--- src/rtl/wrarb_pkg.sv ---
`default_nettype none
// ============================================================================
// Module      : wrarb_pkg
// Description : Shared sizes, the requester index type and helpers for the
//               register-bank write arbiter.
// Revision    : 1.0  initial release
// ============================================================================
package wrarb_pkg;

    localparam int NREQ = 4;     // number of requesters
    localparam int AW   = 3;     // register address width
    localparam int NREG = 8;     // registers in bank (2**AW)
    localparam int DW   = 32;    // data width
    localparam int IW   = $clog2(NREQ);

    typedef logic [IW-1:0] req_idx_t;

    // Register address to one-hot bank enable
    function automatic logic [NREG-1:0] onehot_dec(input logic [AW-1:0] a);
        onehot_dec    = '0;
        onehot_dec[a] = 1'b1;
    endfunction

    // (a + b) mod NREQ, valid for NREQ that is not a power of two as well
    function automatic req_idx_t idx_add(input req_idx_t a, input req_idx_t b);
        int s;
        s = int'(a) + int'(b);
        if (s >= NREQ) s = s - NREQ;
        return req_idx_t'(s);
    endfunction

endpackage
`default_nettype wire

--- src/rtl/rr_pick.sv ---
`default_nettype none
// ============================================================================
// Module      : rr_pick
// Description : Combinational round-robin finder. Rotates the eligible set so
//               the pointer position becomes bit 0, takes the lowest set bit,
//               then rotates the index back.
// Revision    : 1.0  initial release
// ============================================================================
module rr_pick
    import wrarb_pkg::*;
(
    input  logic [NREQ-1:0] e,
    input  req_idx_t        rr_ptr,
    output logic            valid,
    output req_idx_t        w
);

    logic [NREQ-1:0] w_rot;
    req_idx_t        w_off;

    // Rotate eligible set so that requester rr_ptr lands on bit 0
    always_comb begin
        w_rot = '0;
        for (int i = 0; i < NREQ; i++) begin
            w_rot[i] = e[idx_add(req_idx_t'(i), rr_ptr)];
        end
    end

    // Lowest set bit of the rotated vector, mapped back to a requester index
    always_comb begin
        valid = 1'b0;
        w_off = '0;
        for (int i = NREQ - 1; i >= 0; i--) begin
            if (w_rot[i]) begin
                valid = 1'b1;
                w_off = req_idx_t'(i);
            end
        end
        w = idx_add(w_off, rr_ptr);
    end

endmodule
`default_nettype wire

--- src/rtl/regfile_wr_arbiter.sv ---
`default_nettype none
// ============================================================================
// Module      : regfile_wr_arbiter
// Description : Round-robin arbiter sharing one register-bank write port among
//               NREQ requesters. Registered one-hot grant, one-hot register
//               enable and write data, one cycle after the request.
//               Optional macro WRARB_AGE_EN adds per-requester age counters;
//               a requester that has waited MAXWAIT cycles beats round-robin.
// Revision    : 1.0  initial release
// ============================================================================
module regfile_wr_arbiter
    import wrarb_pkg::*;
#(
    parameter int MAXWAIT = 7
)
(
    input  logic               clk,
    input  logic               r,
    input  logic               stall,
    input  logic [NREQ-1:0]    req,
    input  logic [NREQ*AW-1:0] addr,
    input  logic [NREQ*DW-1:0] wdata,
    output logic [NREQ-1:0]    gnt,
    output logic [NREG-1:0]    wr_en,
    output logic [DW-1:0]      wr_data,
    output logic               busy
);

    localparam req_idx_t c_last = req_idx_t'(NREQ - 1);

    logic [NREQ-1:0] r_gnt;
    logic [NREG-1:0] r_wr_en;
    logic [DW-1:0]   r_wr_data;
    req_idx_t        r_rr_ptr;

    logic [NREQ-1:0] w_elig;
    logic            w_rr_valid;
    req_idx_t        w_rr_w;
    req_idx_t        w_win;
    logic            w_take;
    logic [NREQ-1:0] w_gnt_nxt;
    logic [AW-1:0]   w_sel_addr;
    logic [DW-1:0]   w_sel_data;

    // The requester granted right now sits out one cycle
    assign w_elig = req & ~r_gnt;
    assign busy   = |req;

    rr_pick u_rr_pick (
        .e      (w_elig),
        .rr_ptr (r_rr_ptr),
        .valid  (w_rr_valid),
        .w      (w_rr_w)
    );

`ifdef WRARB_AGE_EN
    localparam int              AGEW      = $clog2(MAXWAIT + 1);
    localparam logic [AGEW-1:0] c_age_max = AGEW'(MAXWAIT);

    logic [AGEW-1:0] r_age [NREQ];
    logic            w_force;
    req_idx_t        w_force_w;

    // Starved eligible requester overrides round-robin, lowest index first
    always_comb begin
        w_force   = 1'b0;
        w_force_w = '0;
        for (int i = NREQ - 1; i >= 0; i--) begin
            if (w_elig[i] && (r_age[i] == c_age_max)) begin
                w_force   = 1'b1;
                w_force_w = req_idx_t'(i);
            end
        end
    end

    assign w_win = w_force ? w_force_w : w_rr_w;

    // Age counters: count waiting cycles, clear on grant or withdrawal, hold in stall
    always_ff @(posedge clk) begin
        if (r) begin
            for (int i = 0; i < NREQ; i++) r_age[i] <= '0;
        end else if (!stall) begin
            for (int i = 0; i < NREQ; i++) begin
                if (!req[i] || w_gnt_nxt[i]) begin
                    r_age[i] <= '0;
                end else if (r_age[i] != c_age_max) begin
                    r_age[i] <= r_age[i] + 1'b1;
                end
            end
        end
    end
`else
    assign w_win = w_rr_w;
`endif

    assign w_take = !stall && w_rr_valid;

    // Next-cycle grant vector and the winner's address/data
    always_comb begin
        w_gnt_nxt  = '0;
        w_sel_addr = '0;
        w_sel_data = '0;
        if (w_take) w_gnt_nxt[w_win] = 1'b1;
        for (int i = 0; i < NREQ; i++) begin
            if (w_win == req_idx_t'(i)) begin
                w_sel_addr = addr[i*AW +: AW];
                w_sel_data = wdata[i*DW +: DW];
            end
        end
    end

    // Output registers and round-robin pointer
    always_ff @(posedge clk) begin
        if (r) begin
            r_gnt     <= '0;
            r_wr_en   <= '0;
            r_wr_data <= '0;
            r_rr_ptr  <= '0;
        end else if (w_take) begin
            r_gnt     <= w_gnt_nxt;
            r_wr_en   <= onehot_dec(w_sel_addr);
            r_wr_data <= w_sel_data;
            r_rr_ptr  <= (w_win == c_last) ? '0 : w_win + 1'b1;
        end else begin
            r_gnt     <= '0;
            r_wr_en   <= '0;
        end
    end

    assign gnt     = r_gnt;
    assign wr_en   = r_wr_en;
    assign wr_data = r_wr_data;

endmodule
`default_nettype wire
--- config.mk ---
export PLATFORM = sky130hd
export DESIGN_NAME = regfile_wr_arbiter
export DESIGN_NICKNAME = d
export VERILOG_FILES = /design/src/rtl/wrarb_pkg.sv /design/src/rtl/rr_pick.sv /design/src/rtl/regfile_wr_arbiter.sv
export SDC_FILE = /design/constraint.sdc
export NUM_CORES = 1
export LEC_CHECK = 0
export BUFFER_PORTS_ARGS = -buffer_cell sky130_fd_sc_hd__buf_2
export CORE_MARGIN = 3
export CORE_UTILIZATION = 39
export DETAILED_ROUTE_END_ITERATION = 8
export PLACE_DENSITY = 0.88
export SETUP_SLACK_MARGIN = 0.2
export SLEW_MARGIN = 20
export SYNTH_ARGS = -nofsm -noshare
export SYNTH_HDL_FRONTEND = slang
export SYNTH_SLANG_ARGS = --single-unit
--- constraint.sdc ---
create_clock -name clk -period 2.8 [get_ports clk]
set_input_delay 0.14 -clock clk [delete_from_list [all_inputs] [get_ports clk]]
set_output_delay 0.14 -clock clk [all_outputs]
set_load 0.01 [all_outputs]
# After elaboration in Yosys (flattened, before gate mapping)
# Cells that the tools add are included.
dict set report totals {
  register_bits 46
  out_inout_bits 45
  word_cells 74
}
dict set report op_classes {
  n_addsub 10
  magnitude_cmp 13
  n_eq_ne 3
  muxes 34
  bitwise 3
  n_reduce_logical 7
}
# op n
set op_table {}
lappend op_table {{$mux 32} 4}
lappend op_table {{$mux 2} 10}
lappend op_table {{$lt 2x3->1 const B} 5}
lappend op_table {{$ge 3x3->1 const B} 4}
lappend op_table {{$mux 3} 4}
lappend op_table {{$mux 1} 10}
lappend op_table {{$sub 2x1->2 const B} 5}
lappend op_table {{$bmux 1 s2} 4}
lappend op_table {{$add 2x2->3 const A} 2}
lappend op_table {{$and 4x4->4} 1}
lappend op_table {{$eq 2x2->1 const B} 2}
lappend op_table {{$lt 3x4->1 const B} 1}
lappend op_table {{$not 4->4} 1}
lappend op_table {{$reduce_or 4->1} 1}
lappend op_table {{$add 1x2->3 const A} 1}
lappend op_table {{$add 2x2->3} 1}
lappend op_table {{$demux 1 s3} 1}
lappend op_table {{$ge 2x3->1 const B} 1}
lappend op_table {{$ge 3x1->1 const B} 1}
lappend op_table {{$logic_and 1x1->1} 3}
lappend op_table {{$add 2x1->2 const B} 1}
lappend op_table {{$demux 1 s2} 1}
lappend op_table {{$eq 2x1->1 const B} 1}
lappend op_table {{$ge 2x1->1 const B} 1}
lappend op_table {{4 further kinds} 4}

# Longest topological paths before layout
dict set report logic_depth {
  word_depth 21
  ltp_mapped 17
}

# By module
# A second synthesis with hierarchy kept.
dict set report unflattened {
  cells_unflattened 387
  hier_area_um2 3026.7
}
# module instances cells_per_inst area_each_um2
set modules_own_cells {}
lappend modules_own_cells {regfile_wr_arbiter 1 362 2860.2}
lappend modules_own_cells {rr_pick 1 25 166.4}

# Worst setup path before layout
# OpenSTA, ideal clock, no wires.
dict set report synth_timing {
  kind {flip-flop to flip-flop}
  from {reg r_gnt[2] (netlist: gnt[2])}
  to {reg r_wr_data[18] (netlist: wr_data[18])}
  setup_time_ns 0.074
  arrival_ns 2.916
  required_time_ns 2.726
  path_slack_ns -0.191
  path_stages_with_launch 18
  n_path_buf 4
  period_less_slack_ns 2.991
  cell_sequence {dfxtp_1 > nor2b_4 > buf_6 > nor2_1 > nor3_1 > a21oi_1 > o21ai_0 > ha_1 > xnor2_1 > xor2_1 > ha_1 > clkbuf_1 > buf_2 > clkbuf_1 > a221oi_1 > nor3_1 > a211oi_2 > nor3_2}
}
dict set report synth_between {
  elab_chain_cells 16
  word_cells_on_any_way 31
  classes_between {add/sub (2); order compare (1); eq/ne (3); mux (21); bitwise (2); reduce/logical (2)}
}
# item line
set synth_lines {}
lappend synth_lines {{from (decl)} regfile_wr_arbiter.sv:31} ;# logic [NREQ-1:0] r_gnt;
lappend synth_lines {{from (signal assigned)} regfile_wr_arbiter.sv:120} ;# r_gnt <= w_gnt_nxt;
lappend synth_lines {{$not 4->4 (*)} regfile_wr_arbiter.sv:46} ;# assign w_elig = req & ~r_gnt;
lappend synth_lines {{$and 4x4->4 (*)} regfile_wr_arbiter.sv:46}
lappend synth_lines {{$bmux 1 s2} rr_pick.sv:25} ;# w_rot[i] = e[idx_add(req_idx_t'(i), rr_ptr)];
lappend synth_lines {{$mux 1 (not written as such)} rr_pick.sv:25}
lappend synth_lines {{$mux 2 (4 in series)} rr_pick.sv:34} ;# if (w_rot[i]) begin
lappend synth_lines {{$add 2x2->3} wrarb_pkg.sv:27} ;# s = int'(a) + int'(b);
lappend synth_lines {{$ge 3x3->1 / $sub 2x1->2 (equally long branches)} wrarb_pkg.sv:28} ;# if (s >= NREQ) s = s - NREQ;
lappend synth_lines {{$mux 2} wrarb_pkg.sv:28}
lappend synth_lines {{$logic_not 2->1} regfile_wr_arbiter.sv:105} ;# if (w_win == req_idx_t'(i)) begin
lappend synth_lines {{$mux 32 (4 in series)} regfile_wr_arbiter.sv:105}
lappend synth_lines {{to (signal assigned)} regfile_wr_arbiter.sv:122} ;# r_wr_data <= w_sel_data;
lappend synth_lines {{to (decl)} regfile_wr_arbiter.sv:33} ;# logic [DW-1:0] r_wr_data;
# Mark *: on every way between the ends. The rest lies on a longest branch, timed or not. The select of a mux whose other input is x is not followed.
# A chain may end at the register's enable or synchronous reset.

# Worst setup path in the final report
dict set report layout_timing {
  from {reg r_gnt[0] (netlist: gnt[0])}
  to {reg r_wr_en[3] (netlist: wr_en[3])}
}
dict set report layout_between {
  elab_chain_cells 20
  word_cells_on_any_way 38
  classes_between {add/sub (2); order compare (3); eq/ne (3); mux (23); bitwise (3); reduce/logical (4)}
}
# item line
set layout_lines {}
lappend layout_lines {{$not 4->4 (*)} regfile_wr_arbiter.sv:46}
lappend layout_lines {{$and 4x4->4 (*)} regfile_wr_arbiter.sv:46}
lappend layout_lines {{$bmux 1 s2} rr_pick.sv:25}
lappend layout_lines {{$mux 1 (not written as such)} rr_pick.sv:25}
lappend layout_lines {{$mux 2 (4 in series)} rr_pick.sv:34}
lappend layout_lines {{$add 2x2->3} wrarb_pkg.sv:27}
lappend layout_lines {{$ge 3x3->1 / $sub 2x1->2 (equally long branches)} wrarb_pkg.sv:28}
lappend layout_lines {{$mux 2} wrarb_pkg.sv:28}
lappend layout_lines {{$logic_not 2->1} regfile_wr_arbiter.sv:105}
lappend layout_lines {{$mux 3 (4 in series)} regfile_wr_arbiter.sv:105}
lappend layout_lines {{$lt 3x4->1 (not written as such) / $ge 3x1->1 (equally long branches)} wrarb_pkg.sv:21} ;# onehot_dec[a] = 1'b1;
lappend layout_lines {{$logic_and 1x1->1 (not written as such)} wrarb_pkg.sv:21}
lappend layout_lines {{$mux 1 (not written as such)} wrarb_pkg.sv:21}
lappend layout_lines {{$demux 1 s3} wrarb_pkg.sv:21}
lappend layout_lines {{to (signal assigned)} regfile_wr_arbiter.sv:121} ;# r_wr_en <= onehot_dec(w_sel_addr);
lappend layout_lines {{to (decl)} regfile_wr_arbiter.sv:32} ;# logic [NREG-1:0] r_wr_en;
# Marks and branches as above.

==> reports/metrics.yaml <==
postPlaceCellArea_um2: 4344
cts_tree: "built"
final.fill_count: 563
synthArstFlopShare_pct: 0
ios: 192
cp.arrival_ns: 3.22
dieArea_um2: 9066
rsz0062_at_grt: "true"
synthXorXnorAreaFrac_pct: 0.8464
synthMuxAreaShare_pct: 0
drt-total-wl_mm: 12.26
vias: 3753
synth-simple-area-share_pct: 31.56
layout_commonest_cell: "buf_2"
port_buffers: 191
synth.avg_cell_area_um2: 8.623
use_met3_pct: 3.867
synthCells: 360
post-route-period-util_pct: 108.0
multi_input_area_um2: 2555
grt-ovfl-total: 0
synthFlopType: "dfxtp_1"
viasPerCell: 5.635
num_rows: 31
layout_common_cells: "191 x buf_2, 43 x nor3_2, 43 x dfxtp_1"
dieWidth_um: 95.22
syn_area_um2: 3104
antenna_found_initial: 0
grt_max_degree: 36
critPathMaxFanout: 7
slew_violations: 0
peakVddDrop_mv: 0.7686
place.gp.congestion: 0.8000
relSlewSlack_pct: 66.41
hold_buffers: 0
ys_warn_count: 0
grt_pass1_vias: 3507
core-area_um2: 7486
initial_utilization_pct: 41.47
cp_num_buf_inv: 4
grt_pass1_wl_mm: 16.53
crit_slowest_cell: "dfxtp_2"
track_usage_pct: 22.93
max_freq_mhz: 330.7
hold_violations: 0
violations: "setup timing"
clk_latency_ns: 0.30
hold_class: "in -> reg"
h-tree-depth: 2
period_minus_slack_ns: 3.024
nets: 718
synth_top_family_by_area: "simple AND/OR/NAND/NOR gates"
firstDrtPassIters: 4
met1_usage_pct: 26.38
ant_nets: 0
crit_family: "compound AO/OA/AOI/OAI gates"
dp_hpwl_mm: 8.049
netlist-cell-type-count: 40
max-cap-violations: 0
seqCellArea_um2: 927.1
n_antenna_cell: 0
cts_buffers: 5
synth-seq-area-share_pct: 29.67
synth_adder_area_share_pct: 2.015
finish.instance_area_um2: 5236
finalWorstSetupSlack_ns: -0.2238
synth_nets: 512
path_cells: "nor2b_2, buf_6, nor3_4, a311oi_2, o21ai_1, ha_2, xnor2_4, xnor2_2, buf_4, ha_4, nor2b_4, buf_6, buf_6, a221o_1, a22oi_2, nand2b_4, nor2_1"
cpMostUsedCell: "buf_6"
drc_errors: 0
power.leakage_nw: 2.278
grt_util_met2_pct: 42.68
cp_data_required_time_ns: 3.00
worstSetupEndpointType: "flip-flop"
critPathLaunchType: "flip-flop"
setup_viol: 40
synth_compound_area_share_pct: 28.13
status: "complete, but fails checks"
path_clk_slew_ns: 0.09
slowest_delay_ns: 0.34
routedWlPerCell_um: 18.41
yosys_register_bits: 46
fin_skew_ns: 0.005073
cts_root_buf: "clkbuf_8"
cts_buffer_depth: 2
criticalPathCategory: "reg -> reg"
power_density_nw_per_um2: 1641
drtIter0Drc: 126
final_core_util_pct: 69.95
syn2layout_area_growth_pct: 68.68
tightest_slew_ns: 0.5020
die_h_um: 95.22
synth_edf_count: 0
cts_sinks: 46
post_route_cells_drive_above_1_share_pct: 66.14
top_usage_layer: "met2"
## cell families (layout without fill, tap and decap cells)
group,Yosys count,in the layout
compound gates,92,92
xor+xnor,3,3
fa+ha+maj,5,5
buf+inv,47,254
flops,46,46
simple gates,167,167
## report_power, final
group	switching, mW	internal, mW	total (mW)
registers	0.135	0.901	1.04
logic	3.61	3.44	7.05
clock network	0.237	0.266	0.504
total	3.99	4.61	8.59
## synthesized netlist by cell type, types with 2 or more instances
library cell | count | share of area (%)
o2111ai_1 | 2 | 0.56
xnor2_1 | 2 | 0.56
buf_1 | 2 | 0.24
nor2_1 | 46 | 5.6
a221oi_1 | 32 | 9.0
nand3b_1 | 2 | 0.48
o21ai_0 | 3 | 0.48
nor2b_1 | 36 | 7.3
a22oi_1 | 2 | 0.48
inv_1 | 9 | 1.1
and2_1 | 4 | 0.81
clkbuf_1 | 21 | 2.5
a32oi_1 | 2 | 0.56
buf_2 | 7 | 1.1
nand2_1 | 5 | 0.60
a211oi_1 | 4 | 0.97
nor3_2 | 27 | 8.7
a211oi_2 | 27 | 11
nand2b_1 | 4 | 0.81
ha_1 | 5 | 2.0
nor3_1 | 39 | 6.3
o211ai_1 | 2 | 0.48
buf_6 | 7 | 2.5
dfxtp_1 | 46 | 30
a21oi_1 | 9 | 1.5
## worst reg2reg max path: stages (launching register included)
cell and delay, ns:
dfxtp_2 0.34, nor2b_2 0.12, buf_6 0.15, nor3_4 0.05, a311oi_2 0.25, o21ai_1 0.11, ha_2 0.22, xnor2_4 0.16
xnor2_2 0.22, buf_4 0.15, ha_4 0.15, nor2b_4 0.06, buf_6 0.12, buf_6 0.10, a221o_1 0.30, a22oi_2 0.17
nand2b_4 0.20, nor2_1 0.06
## stage by stage
| stage | instances | power (mW) | TNS [ns] | setup slack (ns) | hold slack [ns] |
|---|---|---|---|---|---|
| after global placement | 637 | 5.650 | 0 | 0.04318 | 0.4595 |
| after floorplan | 360 | 4.708 | 0 | 0.1088 | 0.3379 |
| after detailed placement | 637 | 5.875 | -2.938 | -0.2066 | 0.4669 |
| final | 666 | 8.592 | -6.084 | -0.2238 | 0.1323 |
| after global routing | 666 | 9.129 | -11.83 | -0.3691 | 0.1464 |
| after CTS | 649 | 6.696 | -0.1807 | -0.03457 | 0.1493 |
## metal layers
layer	wire (um)	part of all wire, %
met5	0	0
met4	247	2.0
met3	792	6.5
met2	6518	53
met1	4701	38
## registers in the layout, indices dropped and copies added, names as in the netlist
| signal | cells |
|---|---|
| gnt | 4 |
| r_rr_ptr | 2 |
| wr_data | 32 |
| wr_en | 8 |
## final timing paths
path | start | to | slack [ns] | depth (start not counted)
worst min register to register | wr_data[27]$_SDFFE_PP0P_ | wr_data[27]$_SDFFE_PP0P_ | 0.50 | 2
worst max register to register | gnt[0]$_SDFF_PP0_ | wr_en[3]$_SDFF_PP0_ | -0.22 | 17
worst max-delay path | gnt[0]$_SDFF_PP0_ | wr_en[3]$_SDFF_PP0_ | -0.22 | 17
worst min-delay path | wdata[105] | wr_data[9]$_SDFFE_PP0P_ | 0.13 | 3
## cell type report
type | count | share of cell area, %
Clock buffer | 5 | 1.314
Timing Repair Buffer | 237 | 28.34
Inverter | 9 | 0.6452
Multi-Input combinational cell | 267 | 48.79
Sequential cell | 46 | 17.71
Clock inverter | 3 | 0.8363
Tap cell | 99 | 2.366
## what timing repair did
item | in CTS | in global routing
cloned | 0 | 4
setup endpoints to repair | 40 | 42
buffers inserted | 4 | 13
resized for setup | 19 | 66
hold endpoints to repair | 0 | 0
pin swaps | 3 | 29
(Power assumes the default switching activity.)
